===== src/rtl/mc_pkg.sv =====
// Shared encodings for the multicycle controller: states, ALU ops, opcodes,
// funct codes and datapath mux selects.
package mc_pkg;

  localparam logic [3:0] S_FETCH    = 4'd0;
  localparam logic [3:0] S_DECODE   = 4'd1;
  localparam logic [3:0] S_EXEC_R   = 4'd2;
  localparam logic [3:0] S_EXEC_I   = 4'd3;
  localparam logic [3:0] S_MEM_ADDR = 4'd4;
  localparam logic [3:0] S_MEM_RD   = 4'd5;
  localparam logic [3:0] S_MEM_WB   = 4'd6;
  localparam logic [3:0] S_MEM_WR   = 4'd7;
  localparam logic [3:0] S_WB_R     = 4'd8;
  localparam logic [3:0] S_WB_I     = 4'd9;
  localparam logic [3:0] S_BRANCH   = 4'd10;
  localparam logic [3:0] S_JUMP     = 4'd11;
  localparam logic [3:0] S_HALT     = 4'd12;

  localparam logic [2:0] ALU_ADD = 3'd0;
  localparam logic [2:0] ALU_SUB = 3'd1;
  localparam logic [2:0] ALU_AND = 3'd2;
  localparam logic [2:0] ALU_OR  = 3'd3;
  localparam logic [2:0] ALU_SLT = 3'd4;
  localparam logic [2:0] ALU_LUI = 3'd5;

  localparam logic [5:0] OP_RTYPE = 6'b000000;
  localparam logic [5:0] OP_ADDI  = 6'b001000;
  localparam logic [5:0] OP_ANDI  = 6'b001100;
  localparam logic [5:0] OP_ORI   = 6'b001101;
  localparam logic [5:0] OP_LUI   = 6'b001111;
  localparam logic [5:0] OP_LW    = 6'b100011;
  localparam logic [5:0] OP_SW    = 6'b101011;
  localparam logic [5:0] OP_BEQ   = 6'b000100;
  localparam logic [5:0] OP_J     = 6'b000010;

  localparam logic [5:0] F_ADD = 6'b100000;
  localparam logic [5:0] F_SUB = 6'b100010;
  localparam logic [5:0] F_AND = 6'b100100;
  localparam logic [5:0] F_OR  = 6'b100101;
  localparam logic [5:0] F_SLT = 6'b101010;

  localparam logic [1:0] PC_SRC_ALU    = 2'd0;
  localparam logic [1:0] PC_SRC_ALUOUT = 2'd1;
  localparam logic [1:0] PC_SRC_JUMP   = 2'd2;

  localparam logic [1:0] SRCB_RT     = 2'd0;
  localparam logic [1:0] SRCB_FOUR   = 2'd1;
  localparam logic [1:0] SRCB_IMM    = 2'd2;
  localparam logic [1:0] SRCB_IMM_SH = 2'd3;

endpackage


===== src/rtl/mc_alu_dec.sv =====
// Opcode/funct decoder: ALU op for R-type and I-type, plus legality flags.
// Optional lui support is enabled with `MC_CONTROL_LUI_EN.
module mc_alu_dec
  import mc_pkg::*;
(
  input  logic [5:0] i_op,
  input  logic [5:0] i_funct,
  output logic [2:0] o_alu_op_r,
  output logic       o_illegal_funct,
  output logic [2:0] o_alu_op_i,
  output logic       o_expand_i,
  output logic       o_illegal_op
);

  // NOTE: every output gets a default before the case so no latch is inferred.
  always_comb begin
    o_alu_op_r      = ALU_ADD;
    o_illegal_funct = 1'b0;
    case (i_funct)
      F_ADD:   o_alu_op_r = ALU_ADD;
      F_SUB:   o_alu_op_r = ALU_SUB;
      F_AND:   o_alu_op_r = ALU_AND;
      F_OR:    o_alu_op_r = ALU_OR;
      F_SLT:   o_alu_op_r = ALU_SLT;
      default: o_illegal_funct = 1'b1;
    endcase
  end

  always_comb begin
    o_alu_op_i = ALU_ADD;
    o_expand_i = 1'b1;
    case (i_op)
      OP_ANDI: begin
        o_alu_op_i = ALU_AND;
        o_expand_i = 1'b0;
      end
      OP_ORI: begin
        o_alu_op_i = ALU_OR;
        o_expand_i = 1'b0;
      end
`ifdef MC_CONTROL_LUI_EN
      OP_LUI: begin
        o_alu_op_i = ALU_LUI;
        o_expand_i = 1'b0;
      end
`endif
      default: ;
    endcase
  end

  always_comb begin
    o_illegal_op = 1'b1;
    case (i_op)
      OP_RTYPE, OP_ADDI, OP_ANDI, OP_ORI,
      OP_LW, OP_SW, OP_BEQ, OP_J: o_illegal_op = 1'b0;
`ifdef MC_CONTROL_LUI_EN
      OP_LUI: o_illegal_op = 1'b0;
`endif
      default: ;
    endcase
  end

endmodule


===== src/rtl/mc_control.sv =====
// Multicycle MIPS-subset controller FSM; outputs decoded from state and op/funct.
// Define `MC_CONTROL_LUI_EN to make op 001111 (lui) legal.
module mc_control
  import mc_pkg::*;
#(
  parameter int ALU_OP_W        = 3,
  parameter int HALT_ON_ILLEGAL = 1
) (
  input  logic                clk,
  input  logic                rst,
  input  logic [5:0]          op,
  input  logic [5:0]          funct,
  input  logic                zero,
  output logic                pc_we,
  output logic                ir_we,
  output logic                rf_we,
  output logic                mem_we,
  output logic                expand,
  output logic                alu_src_a,
  output logic [1:0]          alu_src_b,
  output logic [ALU_OP_W-1:0] alu_op,
  output logic                reg_dst,
  output logic                mem_to_reg,
  output logic [1:0]          pc_src,
  output logic [3:0]          state_o,
  output logic                illegal
);

  logic [3:0] r_state;
  logic       r_illegal;
  logic [3:0] w_next_state;
  logic [3:0] w_trap_state;
  logic       w_set_illegal;

  logic [2:0] w_alu_op_r;
  logic [2:0] w_alu_op_i;
  logic       w_illegal_funct;
  logic       w_illegal_op;
  logic       w_expand_i;

  logic       w_pc_we, w_ir_we, w_rf_we, w_mem_we, w_expand;
  logic [2:0] w_alu_op;

  mc_alu_dec u_alu_dec (
    .i_op            (op),
    .i_funct         (funct),
    .o_alu_op_r      (w_alu_op_r),
    .o_illegal_funct (w_illegal_funct),
    .o_alu_op_i      (w_alu_op_i),
    .o_expand_i      (w_expand_i),
    .o_illegal_op    (w_illegal_op)
  );

  assign w_trap_state = (HALT_ON_ILLEGAL != 0) ? S_HALT : S_FETCH;

  always_comb begin
    w_next_state  = r_state;
    w_set_illegal = 1'b0;
    case (r_state)
      S_FETCH: w_next_state = S_DECODE;
      S_DECODE: begin
        if (w_illegal_op) begin
          w_set_illegal = 1'b1;
          w_next_state  = w_trap_state;
        end else begin
          case (op)
            OP_RTYPE:     w_next_state = S_EXEC_R;
            OP_LW, OP_SW: w_next_state = S_MEM_ADDR;
            OP_BEQ:       w_next_state = S_BRANCH;
            OP_J:         w_next_state = S_JUMP;
            default:      w_next_state = S_EXEC_I;
          endcase
        end
      end
      S_EXEC_R: begin
        if (w_illegal_funct) begin
          w_set_illegal = 1'b1;
          w_next_state  = w_trap_state;
        end else begin
          w_next_state = S_WB_R;
        end
      end
      S_EXEC_I:   w_next_state = S_WB_I;
      S_MEM_ADDR: w_next_state = (op == OP_SW) ? S_MEM_WR : S_MEM_RD;
      S_MEM_RD:   w_next_state = S_MEM_WB;
      S_MEM_WB, S_MEM_WR, S_WB_R, S_WB_I, S_BRANCH, S_JUMP:
                  w_next_state = S_FETCH;
      S_HALT:     w_next_state = S_HALT;
      default:    w_next_state = S_FETCH;
    endcase
  end

  // NOTE: sequential state uses non-blocking assignments only.
  always_ff @(posedge clk or posedge rst) begin
    if (rst) begin
      r_state   <= S_FETCH;
      r_illegal <= 1'b0;
    end else begin
      r_state <= w_next_state;
      if (w_set_illegal) r_illegal <= 1'b1;
    end
  end

  always_comb begin
    w_pc_we    = 1'b0;
    w_ir_we    = 1'b0;
    w_rf_we    = 1'b0;
    w_mem_we   = 1'b0;
    w_expand   = 1'b0;
    alu_src_a  = 1'b0;
    alu_src_b  = SRCB_RT;
    w_alu_op   = ALU_ADD;
    reg_dst    = 1'b0;
    mem_to_reg = 1'b0;
    pc_src     = PC_SRC_ALU;
    case (r_state)
      S_FETCH: begin
        w_ir_we   = 1'b1;
        w_pc_we   = 1'b1;
        alu_src_b = SRCB_FOUR;
      end
      S_DECODE: begin
        alu_src_b = SRCB_IMM_SH;
        w_expand  = 1'b1;
      end
      S_EXEC_R: begin
        alu_src_a = 1'b1;
        w_alu_op  = w_alu_op_r;
      end
      S_EXEC_I: begin
        alu_src_a = 1'b1;
        alu_src_b = SRCB_IMM;
        w_alu_op  = w_alu_op_i;
        w_expand  = w_expand_i;
      end
      S_MEM_ADDR: begin
        alu_src_a = 1'b1;
        alu_src_b = SRCB_IMM;
        w_expand  = 1'b1;
      end
      S_MEM_WB: begin
        w_rf_we    = 1'b1;
        mem_to_reg = 1'b1;
      end
      S_MEM_WR: w_mem_we = 1'b1;
      S_WB_R: begin
        w_rf_we = 1'b1;
        reg_dst = 1'b1;
      end
      S_WB_I: w_rf_we = 1'b1;
      S_BRANCH: begin
        alu_src_a = 1'b1;
        w_alu_op  = ALU_SUB;
        pc_src    = PC_SRC_ALUOUT;
        w_pc_we   = zero;
      end
      S_JUMP: begin
        pc_src  = PC_SRC_JUMP;
        w_pc_we = 1'b1;
      end
      default: ;
    endcase
  end

  // Reset is FETCH, so the FETCH enables must be masked while rst is held.
  assign pc_we   = w_pc_we  & ~rst;
  assign ir_we   = w_ir_we  & ~rst;
  assign rf_we   = w_rf_we  & ~rst;
  assign mem_we  = w_mem_we & ~rst;
  assign expand  = w_expand & ~rst;
  assign alu_op  = ALU_OP_W'(w_alu_op);
  assign state_o = r_state;
  assign illegal = r_illegal;

endmodule


===== config.mk =====
export PLATFORM = sky130hd
export DESIGN_NAME = mc_control
export DESIGN_NICKNAME = d
export VERILOG_FILES = /design/src/rtl/mc_pkg.sv /design/src/rtl/mc_alu_dec.sv /design/src/rtl/mc_control.sv
export SDC_FILE = /design/constraint.sdc
export NUM_CORES = 1
export LEC_CHECK = 0
export CAP_MARGIN = 20
export CORE_MARGIN = 1.5
export CORE_UTILIZATION = 40
export CTS_CLUSTER_DIAMETER = 200
export DETAILED_ROUTE_END_ITERATION = 16
export DONT_BUFFER_PORTS = 1
export SLEW_MARGIN = 20
export SYNTH_ARGS = -nofsm -noshare
export SYNTH_HDL_FRONTEND = slang
export SYNTH_SLANG_ARGS = --single-unit

===== constraint.sdc =====
create_clock -name clk -period 1.7 [get_ports clk]
set_input_delay 0.34 -clock clk [delete_from_list [all_inputs] [get_ports clk]]
set_output_delay 0.34 -clock clk [all_outputs]
set_load 0.05 [all_outputs]

### Word-level counts from Yosys, hierarchy flattened

Cells that the tools add are included.

* bits in registers: 5
* input bits: 15
* word-level logic and storage cells: 65

* equal/unequal tests: 24
* multiplexer cells: 22
* bitwise logic cells: 6
* reduce and logical (&&, ||, !) cells: 11

Operator list (number)
* equality test 6 bit (second input constant): 7
* case mux 4 bit (7 select lines): 1
* equality test 4 bit (second input constant): 5
* equality test 6 x 4 -> 1 bit (second input constant): 3
* equality test 4 x 3 -> 1 bit (second input constant): 4
* case mux 4 bit (4 select lines): 1
* case mux 3 bit (4 select lines): 1
* OR reduction 2 bit: 5
* 2-to-1 mux 1 bit: 9
* case mux 3 bit (3 select lines): 1
* equality test 4 x 2 -> 1 bit (second input constant): 2
* case mux 2 bit (2 select lines): 2
* OR reduction 8 bit: 1
* equality test 6 x 2 -> 1 bit (second input constant): 1
* equality test 6 x 3 -> 1 bit (second input constant): 1
* logical NOT 6 bit: 1
* case mux 1 bit (2 select lines): 3
* case mux 2 bit (3 select lines): 1
* AND 1 bit: 5
* OR reduction 5 bit: 1
* equality test 4 x 1 -> 1 bit (second input constant): 1
* logical NOT 4 bit: 1
* 2-to-1 mux 4 bit: 1
* OR reduction 4 bit: 1
* other kinds (4): 4

### Longest topological paths before layout

* depth after elaboration: 5
* gate-level depth with buffers: 5

### Cells and area by module

From an unflattened synthesis, not the netlist that was laid out.

* cell total of the unflattened synthesis: 99
* area total of the unflattened synthesis: 691.9 sq um

Modules (own cells, without submodules)
* mc_control: instances 1, cells an instance 76, area an instance 533.0 sq um
* mc_alu_dec: instances 1, cells an instance 23, area an instance 158.9 sq um

### Worst setup path after synthesis

OpenSTA, ideal clock, no wires.

* path type: reg2out
* from: register r_state[1], in the netlist state_o[1]
* to: output port alu_op[2]
* arrival time: 2.648 ns
* setup slack: -1.288 ns
* stages on the path, launching flop included: 5
* path through: dfrtp_1 inv_1 nor2_1 nand3_1 nor4_1

* cells in the longest elaborated chain, start to end: 2
* elaborated cells between the ends (all ways): 4
* those cells by class: 3 x eq/ne; 1 x mux

Ends and longest elaborated chain
* start: declaration: line mc_control.sv:29 `logic [3:0] r_state;`
* start signal: assignment: line mc_control.sv:99 `r_state <= w_next_state;`
* equality test 4 bit / equality test 4 x 2 -> 1 bit (equally long branches): line mc_control.sv:116 `case (r_state)`
* case mux 3 bit (3 select lines) *: line mc_control.sv:116
* end: declaration: line mc_control.sv:21 `output logic [ALU_OP_W-1:0] alu_op,`

Every way passes the cells marked *; elsewhere a longest branch is shown, timed or not.

### Final worst setup path

* from: register r_state[0], in the netlist state_o[0]
* to: output port alu_op[0]

The elaborated chain is that of the path after synthesis.

==> flow_metrics.tcl <==
set metrics [dict create \
    nNetsFinal 145 \
    dp.cells 130 \
    period_share_pct 114 \
    htreeDepth 1 \
    ios 35 \
    worst_slack_ps -242 \
    via_per_inst 6.56 \
    fp.dieH_um 42.9 \
    slew_viol_final 0 \
    grt_antenna_before_repair 0 \
    final_cells 145 \
    dr.pass1.iters 5 \
    syn-instance-count 93 \
    endpoint_kind "output pin" \
    seq_area_frac_synth_pct 19.7 \
    cts_buffers 3 \
    tightestPinTransition_ps 581 \
    die-width_um 42.9 \
    ys_ff_latch 5 \
    status "finished, violations left" \
    crit_required_ps 1360 \
    path_clk_slew_ps 40 \
    grt_pass1_vias 829 \
    drive_above_1_share_pct 56.6 \
    grt_first_pass_wirelength_mm 3.86 \
    syn-cell-area_um2 636 \
    hold_start "op[4]" \
    clk_path_buf_depth 2 \
    power_density_nw_per_um2 2130 \
    setup_viol 13 \
    crit_type "register to output pin" \
    ys_types 38 \
    final_cell_mix "buf_4, nor2_1, buf_12" \
    fillCellCount 72 \
    fin_area_um2 1310 \
    grt_usage_pct 27.6 \
    syn_nets 108 \
    cts.sink_count 5 \
    grt_max_degree 13 \
    placed_area_um2 1090 \
    hold_violations 0 \
    rows 14 \
    ant_nets 0 \
    initial_core_util_pct 42.7 \
    min_path_type "input port to register" \
    slew_headroom_pct 61.4 \
    yosysWarnings 0 \
    fp.dieArea_um2 1840 \
    antennaDiodeCount 0 \
    io_buffers 0 \
    timing.rr.start "state_o[1]" \
    grt_setup_unrepaired "true" \
    leakagePower_uw 0.000500 \
    violations "setup timing" \
    worstPathCellList "buf_2, buf_4, nor2b_1, o211ai_1, o31ai_4, buf_12" \
    fin_crit_ps 1940 \
    worstSetupStartpointType "register" \
    vdd_drop_max_mv 1.28 \
    syn_area_per_cell_um2 6.83 \
    grt-ovfl-total 0 \
    syn_to_final_growth_pct 106 \
    clock_latency_ps 270 \
    wl_per_cell_um 20.9 \
    vias 951 \
    place.gp.congestion 0.841 \
    tritoncts "done" \
    worstSetupStartpoint "state_o[0]" \
    wirelength_mm 3.03 \
    root_buffer "clkbuf_4" \
    layout_commonest_cell "buf_4" \
    first_iter_violations 51 \
    core_um2 1490 \
    cp_slowest_cell "dfrtp_2" \
    drc 0 \
    max_freq_mhz 515 \
    maxCapViolCount 0 \
    dp_hpwl_mm 1.62 \
    cp.arrival_ps 1600 \
    slowest_delay_ps 390 \
    crit_path_max_fanout 6 \
    skew_ps 10.9 \
]
[metal layers]
layer	GRT usage (%)	wire [um]	share of wire, %	vias up
li1	-	-	-	421
met1	35.2	1120	37	440
met2	45.5	1480	49	78
met3	9.79	304	10	12
met4	3.75	116	3.8	0
met5	0	0	0	-
[stage by stage]
step                total power (uW)  hold slack, ps  setup WS (ps)  setup TNS [ps]  util, %
global route                    2890             300           -297           -2550     87.9
CTS                             2450             270           -176           -1160     81.4
detailed placement              2090             148           5.72               0     73.2
floorplan                       1590             123           -297           -1940        -
global placement                2080             151           52.2               0     73.2
finish                          2790             287           -242           -1980     87.9
[power breakdown]
group / switching (uW) / internal, uW
logic: 1350 / 993
registers: 119 / 179
clock network: 66.1 / 89.9
[flip-flops by register name, indices dropped and copies added, names as in the netlist]
| name | cells |
|---|---|
| illegal | 1 |
| state_o | 4 |
[worst paths after layout]
path                       cells past startpoint  slack (ps)          to
min                                            2         290  state_o[1]
max reg2reg                                    5          90  state_o[1]
max in group asynchronous                      2        1040  state_o[0]
min in group asynchronous                      2         440     illegal
min reg2reg                                    2         720  state_o[1]
max                                            6        -240   alu_op[0]
[cell type report]
type | count | area (um2) | share of cell area, %
Multi-Input combinational cell | 79 | 693 | 53.0
Clock buffer | 4 | 26.3 | 2.01
Sequential cell | 5 | 130 | 9.94
Tap cell | 16 | 20.0 | 1.53
Inverter | 4 | 15.0 | 1.15
Timing Repair Buffer | 37 | 424 | 32.4
[Yosys cell counts]
cell type,number,share of area [%]
mux2i_1,2,3.1
nand4b_1,1,1.4
or2_0,1,0.98
xor2_1,1,1.4
nor4_1,2,2.0
nor3_1,5,3.9
nand2b_1,3,3.0
nand2_1,6,3.5
clkbuf_1,2,1.2
or4b_1,1,1.6
a21oi_1,7,5.5
nor2b_1,3,3.0
o211a_1,1,1.6
and2_1,2,2.0
or2b_1,1,1.2
or3_1,2,2.0
nand4bb_1,1,1.8
o21a_1,1,1.2
o2111ai_1,1,1.4
o31ai_1,2,2.4
inv_1,4,2.4
nor2_2,1,0.98
nor2_1,15,8.9
nand3_1,3,2.4
and3_1,3,3.0
buf_1,1,0.59
dfrtp_1,5,20
o211ai_1,3,3.5
a31oi_1,1,0.98
a2bb2oi_1,1,1.4
buf_2,1,0.79
o41ai_1,1,1.4
nand3b_1,3,3.5
o21ai_0,2,1.6
a32oi_1,1,1.4
buf_4,1,1.2
o311ai_0,1,1.4
o21bai_1,1,1.2
[worst max-delay path: cells and delay by family (launching register included)]
kind	cells	cell delay, ps
buffers and inverters	3	510
flip-flops	1	390
AND/OR/NAND/NOR	1	40
AO/OA/AOI/OAI	2	410
[cells by family after synthesis]
kind of cell,share of synthesized area [%]
simple gates,44.9
mux,3.15
xor+xnor,1.38
buf+inv,6.10
compound gates,24.8
flops,19.7
[what timing repair did]
action                     in CTS  in global routing
setup endpoints to repair      13                 14
pin swaps                       2                  2
hold buffers                    1                  0
hold endpoints to repair        5                  0
gates resized for setup        12                 13
buffers inserted                6                  4
Power figures use the tool's default switching activity.
